--- src/rtl/axi_master_pkg.sv ---
// axi_master_pkg: shared state encoding, AXI constants and beat-size helper for the burst master
package axi_master_pkg;
  typedef enum logic [3:0] {S_IDLE, S_CHK, S_AW, S_W, S_B, S_AR, S_R, S_ERR, S_DONE} state_t;
  localparam logic [1:0] AXI_BURST_INCR  = 2'b01;
  localparam logic [1:0] AXI_RESP_OKAY   = 2'b00;
  localparam logic [1:0] AXI_RESP_EXOKAY = 2'b01;
  localparam logic [1:0] AXI_RESP_SLVERR = 2'b10;
  localparam logic [1:0] AXI_RESP_DECERR = 2'b11;
  localparam logic [3:0] AXI_CACHE       = 4'b0011;
  function automatic logic [2:0] axsize(input int data_width);
    return 3'($clog2(data_width / 8));
  endfunction
endpackage

--- src/rtl/axi_burst_master.sv ---
// axi_burst_master: turns one write/read command into a single AXI4 INCR burst on the DDR slave port
module axi_burst_master import axi_master_pkg::*; #(
  parameter int ADDR_WIDTH = 28,
  parameter int DATA_WIDTH = 128,
  parameter int ID_WIDTH   = 4,
  parameter int AXI_ID     = 0
) (
  input  logic                    axi_clk,
  input  logic                    axi_reset,
  input  logic                    cmd_valid,
  output logic                    cmd_ready,
  input  logic                    cmd_write,
  input  logic [ADDR_WIDTH-1:0]   cmd_addr,
  input  logic [7:0]              cmd_len,
  input  logic [DATA_WIDTH-1:0]   wr_data,
  input  logic [DATA_WIDTH/8-1:0] wr_strb,
  input  logic                    wr_valid,
  output logic                    wr_ready,
  output logic [DATA_WIDTH-1:0]   rd_data,
  output logic                    rd_last,
  output logic                    rd_valid,
  input  logic                    rd_ready,
  output logic                    done_valid,
  output logic [1:0]              done_resp,
  output logic [ID_WIDTH-1:0]     m_axi_awid,
  output logic [ADDR_WIDTH-1:0]   m_axi_awaddr,
  output logic [7:0]              m_axi_awlen,
  output logic [2:0]              m_axi_awsize,
  output logic [1:0]              m_axi_awburst,
  output logic                    m_axi_awlock,
  output logic [3:0]              m_axi_awcache,
  output logic [2:0]              m_axi_awprot,
  output logic [3:0]              m_axi_awqos,
  output logic                    m_axi_awvalid,
  input  logic                    m_axi_awready,
  output logic [DATA_WIDTH-1:0]   m_axi_wdata,
  output logic [DATA_WIDTH/8-1:0] m_axi_wstrb,
  output logic                    m_axi_wlast,
  output logic                    m_axi_wvalid,
  input  logic                    m_axi_wready,
  input  logic [ID_WIDTH-1:0]     m_axi_bid,
  input  logic [1:0]              m_axi_bresp,
  input  logic                    m_axi_bvalid,
  output logic                    m_axi_bready,
  output logic [ID_WIDTH-1:0]     m_axi_arid,
  output logic [ADDR_WIDTH-1:0]   m_axi_araddr,
  output logic [7:0]              m_axi_arlen,
  output logic [2:0]              m_axi_arsize,
  output logic [1:0]              m_axi_arburst,
  output logic                    m_axi_arlock,
  output logic [3:0]              m_axi_arcache,
  output logic [2:0]              m_axi_arprot,
  output logic [3:0]              m_axi_arqos,
  output logic                    m_axi_arvalid,
  input  logic                    m_axi_arready,
  input  logic [ID_WIDTH-1:0]     m_axi_rid,
  input  logic [DATA_WIDTH-1:0]   m_axi_rdata,
  input  logic [1:0]              m_axi_rresp,
  input  logic                    m_axi_rlast,
  input  logic                    m_axi_rvalid,
  output logic                    m_axi_rready
);
  localparam logic [2:0] AXSIZE = axsize(DATA_WIDTH);
  localparam logic [ADDR_WIDTH-1:0] ADDR_KEEP = {ADDR_WIDTH{1'b1}} << AXSIZE;
  state_t r_state, w_next;
  logic                  r_write, r_ovf;
  logic [ADDR_WIDTH-1:0] r_addr;
  logic [7:0]            r_len, r_cnt;
  logic [1:0]            r_resp;
  logic [31:0]           w_end;
  logic                  w_cross, w_cmd_hs, w_w_hs, w_r_hs, w_unused_ids;
  assign w_unused_ids = ^{m_axi_bid, m_axi_rid};
  assign w_end    = {20'd0, r_addr[11:0]} + ((32'(r_len) + 32'd1) << AXSIZE);
  assign w_cross  = w_end > 32'd4096;
  assign w_cmd_hs = cmd_valid & cmd_ready;
  assign w_w_hs   = m_axi_wvalid & m_axi_wready;
  assign w_r_hs   = m_axi_rvalid & m_axi_rready;
  assign cmd_ready     = r_state == S_IDLE;
  assign done_valid    = r_state == S_DONE;
  assign done_resp     = r_resp;
  assign m_axi_awvalid = r_state == S_AW;
  assign m_axi_arvalid = r_state == S_AR;
  assign m_axi_awid    = ID_WIDTH'(AXI_ID);
  assign m_axi_arid    = ID_WIDTH'(AXI_ID);
  assign m_axi_awaddr  = r_addr;
  assign m_axi_araddr  = r_addr;
  assign m_axi_awlen   = r_len;
  assign m_axi_arlen   = r_len;
  assign m_axi_awsize  = AXSIZE;
  assign m_axi_arsize  = AXSIZE;
  assign m_axi_awburst = AXI_BURST_INCR;
  assign m_axi_arburst = AXI_BURST_INCR;
  assign m_axi_awlock  = 1'b0;
  assign m_axi_arlock  = 1'b0;
  assign m_axi_awcache = AXI_CACHE;
  assign m_axi_arcache = AXI_CACHE;
  assign m_axi_awprot  = 3'd0;
  assign m_axi_arprot  = 3'd0;
  assign m_axi_awqos   = 4'd0;
  assign m_axi_arqos   = 4'd0;
  assign m_axi_wvalid  = (r_state == S_W) & wr_valid;
  assign wr_ready      = (r_state == S_W) & m_axi_wready;
  assign m_axi_wdata   = wr_data;
  assign m_axi_wstrb   = wr_strb;
  assign m_axi_wlast   = (r_state == S_W) & (r_cnt == r_len);
  assign m_axi_bready  = r_state == S_B;
  assign rd_valid      = (r_state == S_R) & m_axi_rvalid;
  assign m_axi_rready  = (r_state == S_R) & rd_ready;
  assign rd_data       = m_axi_rdata;
  assign rd_last       = (r_state == S_R) & m_axi_rlast;
  always_ff @(posedge axi_clk)
    r_state <= axi_reset ? S_IDLE : w_next;
  always_comb begin
    w_next = r_state;
    unique case (r_state)
      S_IDLE: w_next = cmd_valid ? S_CHK : S_IDLE;
      S_CHK:  w_next = w_cross ? S_ERR : (r_write ? S_AW : S_AR);
      S_AW:   w_next = m_axi_awready ? S_W : S_AW;
      S_W:    w_next = (w_w_hs && r_cnt == r_len) ? S_B : S_W;
      S_B:    w_next = m_axi_bvalid ? S_DONE : S_B;
      S_AR:   w_next = m_axi_arready ? S_R : S_AR;
      S_R:    w_next = (w_r_hs && m_axi_rlast) ? S_DONE : S_R;
      S_ERR:  w_next = S_DONE;
      S_DONE: w_next = S_IDLE;
      default: w_next = S_IDLE;
    endcase
  end
  // A read burst whose rlast disagrees with the beat count is reported as SLVERR
  always_ff @(posedge axi_clk) begin
    if (axi_reset) begin
      r_write <= 1'b0;
      r_addr  <= '0;
      r_len   <= '0;
      r_cnt   <= '0;
      r_resp  <= AXI_RESP_OKAY;
      r_ovf   <= 1'b0;
    end else begin
      if (w_cmd_hs) begin
        r_write <= cmd_write;
        r_addr  <= cmd_addr & ADDR_KEEP;
        r_len   <= cmd_len;
        r_cnt   <= '0;
        r_resp  <= AXI_RESP_OKAY;
        r_ovf   <= 1'b0;
      end
      if (r_state == S_ERR) r_resp <= AXI_RESP_SLVERR;
      if (w_w_hs) r_cnt <= r_cnt + 8'd1;
      if (m_axi_bready && m_axi_bvalid) r_resp <= m_axi_bresp;
      if (w_r_hs) begin
        r_cnt <= r_cnt + 8'd1;
        if (!m_axi_rlast && r_cnt == r_len) r_ovf <= 1'b1;
        r_resp <= (m_axi_rlast && (r_ovf || r_cnt != r_len)) ? AXI_RESP_SLVERR :
                  (m_axi_rresp > r_resp ? m_axi_rresp : r_resp);
      end
    end
  end
endmodule

--- config.mk ---
export PLATFORM = sky130hd
export DESIGN_NAME = axi_burst_master
export DESIGN_NICKNAME = d
export VERILOG_FILES = /design/src/rtl/axi_master_pkg.sv /design/src/rtl/axi_burst_master.sv
export SDC_FILE = /design/constraint.sdc
export NUM_CORES = 1
export LEC_CHECK = 0
export BUFFER_PORTS_ARGS = -buffer_cell sky130_fd_sc_hd__buf_2
export CAP_MARGIN = 40
export CORE_AREA = 2 2 285 287
export DETAILED_ROUTE_END_ITERATION = 7
export DIE_AREA = 0 0 287 289
export HOLD_SLACK_MARGIN = 0.06
export PLACE_DENSITY = 0.36
export SETUP_SLACK_MARGIN = 0.3
export SLEW_MARGIN = 15
export SYNTH_ARGS = -nofsm -noshare
export SYNTH_HDL_FRONTEND = slang
export SYNTH_SLANG_ARGS = --single-unit
--- constraint.sdc ---
create_clock -name axi_clk -period 3.3 [get_ports axi_clk]
set_input_delay 0.495 -clock axi_clk [delete_from_list [all_inputs] [get_ports axi_clk]]
set_output_delay 0.495 -clock axi_clk [all_outputs]
set_load 0.1 [all_outputs]
# [Word-level counts from Yosys, hierarchy flattened]
# Index checks and enable logic that the tools add are counted.
[totals] reg_bits=48 latch_bits=0 ramBits=0 rom_bits=0 input_bits=332 output_inout_bits=399 elab_cells=64 memories=0
[op_classes] addsub=3 mul=0 div_mod_pow=0 n_lt_le_gt_ge=2 n_eq_ne=11 n_shift=0 mux=21 n_bitwise=9 n_reduce_logical=11
[op_table] op="$pmux W4 S8" count=1
[op_table] op="$mux W8" count=3
[op_table] op="$eq A4 B3 Y1 const B" count=4
[op_table] op="$add A12 B13 Y14" count=1
[op_table] op="$gt A14 B13 Y1 const B" count=1
[op_table] op="$mux W2" count=7
[op_table] op="$add A8 B1 Y9 const B" count=1
[op_table] op="$and A1 B1 Y1" count=9
[op_table] op="$mux W3" count=3
[op_table] op="$add A8 B1 Y8 const B" count=1
[op_table] op="$eq A4 B2 Y1 const B" count=2
[op_table] op="$eq A8 B8 Y1" count=1
[op_table] op="$mux W4" count=2
[op_table] op="$ne A8 B8 Y1" count=1
[op_table] op="$logic_and A1 B1 Y1" count=5
[op_table] op="$mux W1" count=5
[op_table] op="$eq A4 B1 Y1 const B" count=1
[op_table] op="$eq A4 B4 Y1 const B" count=1
[op_table] op="$logic_not A4 Y1" count=1
[op_table] op="$reduce_bool A4 Y1" count=1
[op_table] op="$ne A3 B1 Y1 const B" count=1
[op_table] op="$reduce_bool A3 Y1" count=1
[op_table] op="$gt A2 B2 Y1" count=1
[op_table] op="$reduce_and A2 Y1" count=1
[op_table] op="other kinds (2)" count=2

# [Logic depth before layout (Yosys ltp)]
[depth] ltp_word=6 mapped_depth=11 depth_no_buf=11

# [Worst setup path before layout]
# OpenSTA, ideal clock, no wires.
[synth_timing] path_type="register to output" start="register r_state[2]" end="output port done_valid" arrival_ps=3644 t_required_ps=2805 slack_ps=-839 path_stages_with_launch=3 path_buffers=1 path_cell_list="dfxtp_1 buf_4 nor4b_1"
[synth_between] elab_chain_len=1
[synth_lines] item="start, declared" line="axi_burst_master.sv:65" text="state_t r_state, w_next;"
[synth_lines] item="start signal, assigned" line="axi_burst_master.sv:112" text="r_state <= axi_reset ? S_IDLE : w_next;"
[synth_lines] item="$eq A4 B4 Y1" line="axi_burst_master.sv:79" text="assign done_valid = r_state == S_DONE;"
[synth_lines] item="end, declared" line="axi_burst_master.sv:23" text="output logic done_valid,"
# Every way passes these cells.

# [Worst setup path in the final report]
[layout_timing] start="register r_len[1], in the netlist m_axi_arlen[1]" end="register r_state[2]"
[layout_between] elab_chain_len=5 elab_cells_between_ends=8 classes_between="add/sub (2); order compare (1); eq/ne (1); mux (3); reduce/logical (1)"
[layout_lines] item="start, declared" line="axi_burst_master.sv:68" text="logic [7:0] r_len, r_cnt;"
[layout_lines] item="start signal, assigned" line="axi_burst_master.sv:141" text="r_len <= cmd_len;"
[layout_lines] item="$add A8 B1 Y9" line="axi_burst_master.sv:73" text="assign w_end = {20'd0, r_addr[11:0]} + ((32'(r_len) + 32'd1) << AXSIZE);"
[layout_lines] item="$add A12 B13 Y14" line="axi_burst_master.sv:73"
[layout_lines] item="$gt A14 B13 Y1" line="axi_burst_master.sv:74" text="assign w_cross = w_end > 32'd4096;"
[layout_lines] item="$mux W3" line="axi_burst_master.sv:117" text="S_CHK: w_next = w_cross ? S_ERR : (r_write ? S_AW : S_AR);"
[layout_lines] item="$pmux W4 S8 *" line="axi_burst_master.sv:115" text="unique case (r_state)"
# Every way passes the cells marked *; elsewhere a longest branch is shown, timed or not.
# A chain may end at the register's enable or synchronous reset.

==> metrics.cfg <==
[routing]
dr.pass1.iters=4
drt_iter0_drc=89
drc=0
postRouteAntennaNets=0
wirelength_um=19800
wire_per_inst_um=12.5
vias=3526
routed_via_density=2.22

[setup_path]
worst-endpoint-required_ns=3.54
r2r_setup_slack_ns=0.48
worstPathArrival_ns=3.05
r2r_start=m_axi_arlen[1]
cp-startpoint=m_axi_arlen[1]
endpoint=r_state[2]
worstSetupPathType=reg -> reg
rr_worst_depth=10
rr_endpoint=r_state[2]
worstPathMaxFanout=7
cp-start-kind=register
worst_setup_path_end_kind=register

[sta]
layout_setup_ws_ns=0.484
fin_crit_ns=2.82
skew_ns=0.0175
setup-tns-final_ns=0
tightest_slew_ns=0.720
drv_slew=0
rsz0062_at_grt=false
post-route-period-util_pct=85.3
slew_headroom_pct=51.8
final-hold-violation-count=0
setup_violations=0
max_freq_mhz=355

[synthesis]
seq_area_frac_synth_pct=17.6
synth-seq-cells=48
syn_inst=705
ys_warn_count=0
syn_area_um2=5450
synthArstFlopShare_pct=0
yosys.cell_types.count=53
synth_enable_flop_cells=0
synth_area_per_cell_um2=7.73
synth-main-ff-cell=dfxtp_1

[global_route]
antenna_found_initial=1
grt_usage_pct=4.54
grt_pass1_vias=3390
grt_max_degree=21
grt_first_pass_wirelength_um=25600
grt_overflow=0

[floorplan]
core-area_um2=79900
rows=104
die_x_um=287
die_area_um2=82900
fp.dieH_um=289
start_util_pct=6.82
io_pins=731

[layout]
diodes=0
final_area_um2=5160
drive_above_1_share_pct=31.2
syn2layout_area_growth_pct=-5.35
final_nets=870
fin_util_pct=6.46

[placed_design]
dpl_worst_slack_ns=0.468
gp_congestion=0.671
dpl-instance-area_um2=4970
port_buffers=124
dp_hpwl_um=16200

[clocking]
cts_max_level=2
path_clk_slew_ns=0.11
clk_path_buf_depth=2
clockRootBuffer=clkbuf_16
clock_latency_ns=0.34
cts_tree=yes
hold_buffers=0
cts.sinks=48
numCtsBuffers=5

[power]
finalPower_mw=3.14
p_leak_nw=1.94
peakVddDrop_uv=205
powerDensity_nw_per_um2=609

[flow_run]
maxCapViolCount=0

[outcome]
status=finished, final reports clean

[min_path]
min-delay-path-class=in -> reg

==> routing by layer <==
layer	share of wire, %	vias to the layer above	GRT usage [%]
met5	0.23	-	0.398
met4	5.9	2	3.41
met3	13	115	2.80
met2	39	349	5.89
met1	41	1534	5.30
li1	-	1526	-
==> worst min path at each step <==
stage | startpoint | to | depth (start not counted)
after global routing | cmd_addr[7] | m_axi_araddr[7] | 3
after global placement | m_axi_araddr[24] | m_axi_araddr[24] | 2
final | cmd_len[0] | m_axi_arlen[0] | 3
after CTS | cmd_len[0] | m_axi_arlen[0] | 3
after detailed placement | m_axi_araddr[24] | m_axi_araddr[24] | 2
after floorplan | r_write | r_write | 2
==> cell type report <==
cell class	instances	area, um^2
repair buffers	136	733
inverters	4	15.0
fillers	9456	74700
clock inverters	2	38.8
multi-input cells	329	1940
flip-flops and latches	48	967
well taps	1060	1330
clock buffers	6	139
==> cells in the mapped netlist, drive strengths merged (3+ instances only) <==
master / number / area share, %
nand3: 9 / 0.83
buf: 363 / 50
o21ai: 7 / 0.64
nor2b: 5 / 0.57
nor2: 16 / 1.2
nand4: 4 / 0.46
and2: 7 / 0.80
nor3: 12 / 1.2
dfxtp: 48 / 18
ha: 13 / 3.0
xnor2: 13 / 2.1
clkbuf: 9 / 0.62
a31oi: 8 / 1.2
a21oi: 49 / 4.5
nand2: 79 / 5.4
a21o: 4 / 0.55
and3: 3 / 0.34
nand2b: 5 / 0.57
xor2: 8 / 1.3
inv: 4 / 0.28
o31ai: 4 / 0.64
a211oi: 4 / 0.64
==> placed cells by master (no fill, tap or decap), types with 4 or more instances in the layout <==
cell type / count
o21ai_0: 6
xor2_1: 8
buf_2: 123
buf_4: 12
nor2_1: 14
and2_1: 6
dfxtp_1: 45
nand2b_1: 5
nand2_1: 78
xnor2_1: 13
nor3_1: 9
nor2b_1: 5
nand4_1: 4
inv_1: 4
clkbuf_16: 5
a31oi_1: 7
a21oi_1: 49
conb_1: 50
ha_1: 13
a21o_1: 4
nand3_1: 9
==> where the power goes <==
part | switching [mW] | internal, mW | total, mW
registers | 0.0986 | 0.639 | 0.737
logic | 1.39 | 0.274 | 1.66
clock network | 0.361 | 0.385 | 0.746
==> registers in the layout, indices dropped and copies added (netlist names) <==
| signal | flops |
|---|---|
| done_resp | 2 |
| r_cnt | 8 |
| m_axi_araddr | 24 |
| m_axi_arlen | 8 |
| r_state | 4 |
| r_write | 1 |
| r_ovf | 1 |
==> logic make-up (layout without fill, tap and decap cells) <==
logic type	Yosys count	in the layout	share of synthesized area, %
buffers and inverters	376	148	50.8
AND/OR/NAND/NOR	156	156	14.2
AO/OA/AOI/OAI	88	88	10.5
flip-flops	48	48	17.6
XOR/XNOR	21	21	3.37
adder cells (fa/ha/maj)	14	14	3.35
other	2	50	0.138
==> what timing repair did <==
item | in CTS | in global routing
gates resized for setup | 1 | 1
endpoints found under the setup margin | 1 | 3
setup buffers | 0 | 1
pin swaps | 0 | 1
cloned | 0 | 0
==> critical path, cell delays in order (launching register included) <==
cell	delay, ns
dfxtp_2	0.48
ha_1	0.25
xor2_1	0.17
ha_1	0.29
or2_1	0.25
a21o_1	0.19
a2111oi_2	0.42
o2111ai_1	0.21
o211ai_2	0.20
buf_4	0.16
a31oi_1	0.07
==> metrics by stage <==
| stage | hold WS, ns | std cells |
|---|---|---|
| floorplan | 0.454 | 753 |
| global placement | 0.451 | 1575 |
| detailed placement | 0.460 | 1576 |
| CTS | 0.338 | 1584 |
| global route | 0.355 | 1585 |
| finish | 0.370 | 1585 |
Power figures use the tool's default switching activity.
